$ cat src/rtl/corescore_stream_arbiter.sv
// Packet-level round-robin arbiter merging NUM_SRC byte streams onto one AXI-Stream sink.
// Define CORESCORE_ARB_TIMEOUT_EN to add the stall timeout with ABORT/DROP recovery.
module corescore_stream_arbiter #(
    parameter int NUM_SRC        = 4,
    parameter int TIMEOUT_CYCLES = 1024
) (
    input  logic                   i_clk,
    input  logic                   i_rst_n,
    input  logic [8*NUM_SRC-1:0]   i_tdata,
    input  logic [NUM_SRC-1:0]     i_tlast,
    input  logic [NUM_SRC-1:0]     i_tvalid,
    output logic [NUM_SRC-1:0]     o_tready,
    output logic [7:0]             o_tdata,
    output logic                   o_tlast,
    output logic                   o_tvalid,
    input  logic                   i_tready,
    output logic [NUM_SRC-1:0]     o_grant,
    output logic                   o_timeout
);

    localparam int IDX_W = $clog2(NUM_SRC);

`ifdef CORESCORE_ARB_TIMEOUT_EN
    typedef enum logic [1:0] {
        ST_IDLE  = 2'd0,
        ST_GRANT = 2'd1,
        ST_ABORT = 2'd2,
        ST_DROP  = 2'd3
    } state_t;
    localparam int CNT_W = $clog2(TIMEOUT_CYCLES + 1);
`else
    typedef enum logic [0:0] {
        ST_IDLE  = 1'b0,
        ST_GRANT = 1'b1
    } state_t;
`endif

    generate
        if (NUM_SRC < 2 || NUM_SRC > 16 || TIMEOUT_CYCLES < 2) begin : g_bad_cfg
            $error("corescore_stream_arbiter: NUM_SRC must be 2..16 and TIMEOUT_CYCLES >= 2");
        end
    endgenerate

    state_t             state_r;
    logic [NUM_SRC-1:0] grant_r;
    logic [IDX_W-1:0]   grant_idx_r;
    logic [IDX_W-1:0]   rr_ptr_r;
    logic [IDX_W:0]     win_s;
    logic               xfer_last_s;
`ifdef CORESCORE_ARB_TIMEOUT_EN
    logic [CNT_W-1:0]   stall_cnt_r;
    logic               timeout_r;
`endif

    // Nearest requester above ptr (wrapping); descending scan lets the closest one overwrite.
    function automatic logic [IDX_W:0] pick_winner(input logic [NUM_SRC-1:0] req,
                                                   input logic [IDX_W-1:0]   ptr);
        logic [IDX_W:0] res;
        int             cand;
        res = '0;
        for (int i = NUM_SRC; i >= 1; i--) begin
            cand = (int'(ptr) + i) % NUM_SRC;
            if (req[cand]) begin
                res = {1'b1, IDX_W'(cand)};
            end else begin
                res = res;
            end
        end
        return res;
    endfunction

    // Round-robin winner and last-beat handshake detection.
    always_comb begin
        win_s       = pick_winner(i_tvalid, rr_ptr_r);
        xfer_last_s = o_tvalid & i_tready & o_tlast;
    end

    // Output steering: granted lanes pass straight through with zero latency.
    always_comb begin
        o_tdata  = 8'h00;
        o_tlast  = 1'b0;
        o_tvalid = 1'b0;
        o_tready = '0;
        case (state_r)
            ST_GRANT: begin
                o_tdata  = i_tdata[{grant_idx_r, 3'b000} +: 8];
                o_tlast  = i_tlast[grant_idx_r];
                o_tvalid = i_tvalid[grant_idx_r];
                o_tready = grant_r & {NUM_SRC{i_tready}};
            end
`ifdef CORESCORE_ARB_TIMEOUT_EN
            ST_ABORT: begin
                o_tdata  = 8'h0A;
                o_tlast  = 1'b1;
                o_tvalid = 1'b1;
                o_tready = '0;
            end
            ST_DROP: begin
                o_tdata  = 8'h00;
                o_tlast  = 1'b0;
                o_tvalid = 1'b0;
                o_tready = grant_r;
            end
`endif
            default: begin
                o_tdata  = 8'h00;
                o_tlast  = 1'b0;
                o_tvalid = 1'b0;
                o_tready = '0;
            end
        endcase
    end

    // Arbitration FSM; grant is released on the edge that moves the tlast beat.
    always_ff @(posedge i_clk or negedge i_rst_n) begin
        if (!i_rst_n) begin
            state_r     <= ST_IDLE;
            grant_r     <= '0;
            grant_idx_r <= '0;
            rr_ptr_r    <= IDX_W'(NUM_SRC - 1);
`ifdef CORESCORE_ARB_TIMEOUT_EN
            stall_cnt_r <= '0;
            timeout_r   <= 1'b0;
`endif
        end else begin
`ifdef CORESCORE_ARB_TIMEOUT_EN
            timeout_r <= 1'b0;
`endif
            case (state_r)
                ST_IDLE: begin
                    if (win_s[IDX_W]) begin
                        state_r     <= ST_GRANT;
                        grant_r     <= {{(NUM_SRC-1){1'b0}}, 1'b1} << win_s[IDX_W-1:0];
                        grant_idx_r <= win_s[IDX_W-1:0];
                        rr_ptr_r    <= win_s[IDX_W-1:0];
`ifdef CORESCORE_ARB_TIMEOUT_EN
                        stall_cnt_r <= '0;
`endif
                    end
                end
                ST_GRANT: begin
                    if (xfer_last_s) begin
                        state_r <= ST_IDLE;
                        grant_r <= '0;
                    end
`ifdef CORESCORE_ARB_TIMEOUT_EN
                    else if (!i_tvalid[grant_idx_r]) begin
                        if (stall_cnt_r == CNT_W'(TIMEOUT_CYCLES - 1)) begin
                            state_r     <= ST_ABORT;
                            timeout_r   <= 1'b1;
                            stall_cnt_r <= '0;
                        end else begin
                            stall_cnt_r <= stall_cnt_r + CNT_W'(1);
                        end
                    end else begin
                        stall_cnt_r <= '0;
                    end
`endif
                end
`ifdef CORESCORE_ARB_TIMEOUT_EN
                ST_ABORT: begin
                    if (i_tready) begin
                        state_r <= ST_DROP;
                    end
                end
                ST_DROP: begin
                    if (i_tvalid[grant_idx_r] && i_tlast[grant_idx_r]) begin
                        state_r <= ST_IDLE;
                        grant_r <= '0;
                    end
                end
`endif
                default: begin
                    state_r <= ST_IDLE;
                    grant_r <= '0;
                end
            endcase
        end
    end

    assign o_grant = grant_r;
`ifdef CORESCORE_ARB_TIMEOUT_EN
    assign o_timeout = timeout_r;
`else
    assign o_timeout = 1'b0;
`endif

endmodule
$ cat config.mk
export PLATFORM = sky130hd
export DESIGN_NAME = corescore_stream_arbiter
export DESIGN_NICKNAME = d
export VERILOG_FILES = /design/src/rtl/corescore_stream_arbiter.sv
export SDC_FILE = /design/constraint.sdc
export NUM_CORES = 1
export LEC_CHECK = 0
export CORE_UTILIZATION = 36
export CTS_BUF_LIST = sky130_fd_sc_hd__clkbuf_8 sky130_fd_sc_hd__clkbuf_16
export CTS_CLUSTER_DIAMETER = 40
export DETAILED_ROUTE_END_ITERATION = 12
export GPL_TIMING_DRIVEN = 1
export PLACE_DENSITY = 0.85
export SLEW_MARGIN = 30
export SYNTH_ARGS = -nofsm -noshare
export SYNTH_HDL_FRONTEND = slang
export SYNTH_SLANG_ARGS = --single-unit
$ cat constraint.sdc
create_clock -name i_clk -period 2.4 [get_ports i_clk]
set_clock_uncertainty 0.1 [all_clocks]
set_input_delay 0.48 -clock i_clk [delete_from_list [all_inputs] [get_ports i_clk]]
set_output_delay 0.48 -clock i_clk [all_outputs]
set_load 0.01 [all_outputs]
# Yosys cells after proc, flatten, opt, wreduce, memory -nomap -nowiden
# Index checks and enable logic that the tools add are counted.
# totals
regBits,9
inputBits,43
word_cells,61
romBits,0
ramBits,0
latchBits,0
memories,0
# classes
n_eq_ne,2
n_div,0
bitwise_logic,8
shift,2
mul,0
mux,30
order_cmp,5
n_reduce_logical,6
addsub,4
# ops
operator,n
32-bit by 6-bit indexed part select with 8-bit output,1
3-bit by 4-bit < comparator with 1-bit output (second input constant),4
1-bit two-way mux,14
1-bit binary-select mux with 2-bit select,6
3-bit two-way mux,4
4-bit two-way mux,3
8-bit two-way mux,1
4-bit one-hot mux with 2 select lines,1
2-bit OR reduction,4
2-bit by 1-bit adder with 2-bit output (second input constant),2
2-bit adder (second input constant),2
1-bit AND (first input constant),4
4-bit AND,1
2-bit AND reduction,2
1-bit by 2-bit left shift with 4-bit output (first input constant),1
2-bit by 3-bit < comparator with 1-bit output (second input constant),1
1-bit AND,2
2-bit by 1-bit != test with 1-bit output (second input constant),1
2-bit != test (second input constant),1
1-bit one-hot mux with 2 select lines,1
1-bit inverter,1

# Longest topological paths before layout
# logic_depth
word_depth,13
mapped_depth,5
ltp_nobuf,4

# Worst setup path before layout
# OpenSTA, ideal clock, no wires.
# synth_timing
path_kind,register to output
start,register grant_idx_r[0]
end,output o_tdata[0]
t_arrival_ps,1217
required_ps,1820
path_slack_ps,603
path_stages_with_launch,4
path_buffers,1
cell_sequence,dfrtp_1 > buf_6 > mux4_1 > and2_1
# synth_between
elab_chain_len,2
# synth_lines
element,line_no,text
start: declaration,46,logic [IDX_W-1:0] grant_idx_r;
start signal: assignment,134,grant_idx_r <= win_s[IDX_W-1:0];
32-bit by 6-bit indexed part select with 8-bit output,86,"o_tdata = i_tdata[{grant_idx_r, 3'b000} +: 8];"
8-bit two-way mux,84,case (state_r)
end: declaration,13,"output logic [7:0] o_tdata,"
# Every way passes these cells.

# Final worst setup path
# layout_timing
start,input i_tvalid[2]
end,output o_tvalid
# layout_between
elab_chain_len,3
# layout_lines
element,line_no,text
start: declaration,11,"input logic [NUM_SRC-1:0] i_tvalid,"
1-bit binary-select mux with 2-bit select,88,o_tvalid = i_tvalid[grant_idx_r];
1-bit two-way mux (not written as such),88,
1-bit two-way mux,84,
end: declaration,15,"output logic o_tvalid,"
# Every way passes these cells. The select of a mux whose other input is x is not followed.

==> impl_results.md <==
* Post-route ant nets at 0
* Mapped Nets at 114
* Leading area contributor after synthesis: mux4_1
* Post-synth ARST share at 100%
* Syn. warnings at 0
* Largest net degree at the start of global routing at 19
* Die width at 49.2 um
* Max clock buf depth at 2
* Post-Syn Area at 803 um^2
* Leakage at 0.648 nW
* Yosys top cell area share at 29.4%
* Startpoint types: input port
* Slew @ Worst Pin at 562 ps
* Power consumption at 0.00143 W
* Max Slew Vio Count at 0
* Die ar. at 2420 um^2
* Initial antenna violation count at 0
* Final WL at 2970 um
* Starting Density at 39.7%
* Port-buffer cells at 60
* Max-Cap Viols at 0
* Share of cells above drive strength 1 at 18.7%
* Final setup vio count at 0
* Endpoint class of the critical path: output port
* CTS Buf Count at 3
* Register bit total from synthesis at 9
* CTS tree: yes
* Fmax at 420 MHz
* Via count at 923
* Commonest non-fill, non-tap cell in the layout: clkdlybuf4s50_1
* Unique masters post-synth at 31
* H-tree Lvls at 1
* Critical path class: in -> out
* Slew headroom at 62.3%
* Register area share after synthesis at 28.3%
* RSZ-0062 raised after global routing: no
* Row count at 16
* RD Place Congestion at 0.843
* Non-Filler Instances at 166
* Clock tree root driver cell: clkbuf_8
* Pre-antenna DRT Iters at 4
* First-pass GRT wire length at 4740 um
* Global route overflow at 0
* Power Dens Cells at 946 nW/um^2
* Syn_area_per_cell at 11.3 um^2
* Vias in the first global route at 928
* Final hold viol count at 0
* DR WL/cell at 17.9 um
* Max VDD drop at 0.665 mV
* Total Routing Usage GR at 26.8%
* Crit-path max FO at 2
* Synthesized instance count at 71
* Final period util at 99.1%
* Slack of the critical path at 20.9 ps
* Critical Path RT at 1820 ps
* IO Pins at 62
* DP HPWL at 2260 um
* Setup Buffers After CTS at 0
* Post-Place Cells at 162
* Later-pin clock latency in the skew report at 240 ps
* EDFF count, synth at 0
* Number of diodes at 0
* Top_reg_cell synth: dfrtp_1
* Area contributors post-synth: mux4_1, dfrtp_1, and2_1
* Final nets at 183
* Status: complete, no violations
* Sink Count at 9
* Drt drc at 0
* Most frequent cells in the layout: clkdlybuf4s50_1, and2_1, mux4_1, clkdlybuf4s15_1, buf_4
* Die height at 49.2 um
* Final instance area at 1520 um^2
* Post-DP Area at 1480 um^2
* Worst hold path class: reg -> reg
* Routed vias/inst at 5.56
* Min cycle time layout at 2380 ps
* Clk pin slew, worst setup/hold paths at 50 ps
* Fin util at 74.9%
* WP data arrival at 1800 ps
* Area Growth Syn to Fin at 88.6%
* Starting DRT DRC Count at 14
* Core area at 2020 um^2
* Pre-CTS WS at -301 ps
==> critical path, cell delays in order <==
cell and delay [ps]:
clkdlybuf4s50_1 420, mux4_2 500, and2_4 180, clkdlybuf4s15_2 220
==> per-stage QoR <==
stage / TNS, ps / hold WS [ps]
global route: 0 / 429
global placement: -1900 / 386
floorplan: 0 / 84.4
detailed placement: -2090 / 395
CTS: 0 / 404
finish: 0 / 406
==> timing repair <==
item                       4_1_cts  5_1_grt
setup endpoints to repair       10        7
hold buffers                     0        0
resized for setup               20        7
==> final timing paths <==
check | startpoint | endpoint | slack, ps | depth (start not counted)
max | i_tvalid[2] | o_tvalid | 20 | 4
min | rr_ptr_r[1]$_DFFE_PN1P_ | rr_ptr_r[1]$_DFFE_PN1P_ | 410 | 2
max reg2reg | grant_idx_r[0]$_DFFE_PN0P_ | o_grant[3]$_DFFE_PN0P_ | 630 | 6
min reg2reg | rr_ptr_r[1]$_DFFE_PN1P_ | rr_ptr_r[1]$_DFFE_PN1P_ | 410 | 2
max in group asynchronous | i_rst_n | rr_ptr_r[0]$_DFFE_PN1P_ | 1430 | 1
min in group asynchronous | i_rst_n | o_grant[3]$_DFFE_PN0P_ | 440 | 1
==> cell type report <==
type / instances / area (um^2)
inverter: 2 / 7.51
timing repair buffer: 68 / 664
clock inverter: 1 / 3.75
multi-input combinational: 56 / 536
fill: 151 / 507
tap: 27 / 33.8
clock buffer: 3 / 41.3
sequential: 9 / 229
==> per-layer routing <==
metal / up-vias / wire (um) / part of all wire [%] / track usage (%)
li1: 415 / - / - / -
met4: 0 / 41 / 1.4 / 9.80
met5: - / 0 / 0 / 0
met2: 61 / 1510 / 51 / 49.8
met3: 9 / 355 / 12 / 10.3
met1: 438 / 1060 / 36 / 26.3
==> flip-flops by register name, indices dropped and copies added (netlist names) <==
register     flops
rr_ptr_r         2
o_grant          4
grant_idx_r      2
state_r          1
==> synth_stat cells (2+ instances only) <==
cell / instances
a21oi_1: 4
nand2_1: 4
inv_1: 2
nor2_1: 4
dfstp_2: 2
dfrtp_1: 7
and2_1: 9
and3_1: 4
mux4_1: 9
o2bb2ai_1: 2
a22o_2: 2
nand2b_1: 3
==> cells by family after synthesis <==
family / count (synthesis) / share of synthesized area, %
other: 1 / 0.467
AND/OR/NAND/NOR: 31 / 21.8
multiplexers: 10 / 32.2
flip-flops: 9 / 28.3
AO/OA/AOI/OAI: 14 / 12.8
buffers and inverters: 6 / 4.36
==> report_power, final <==
| group | internal [W] | leakage (nW) | switching, W |
|---|---|---|---|
| registers | 0.000233 | 0.107 | 0.0000907 |
| clock network | 0.000112 | 0.0269 | 0.0000666 |
| logic | 0.000583 | 0.514 | 0.000349 |
Note: power is estimated with default switching activity, not from simulation.
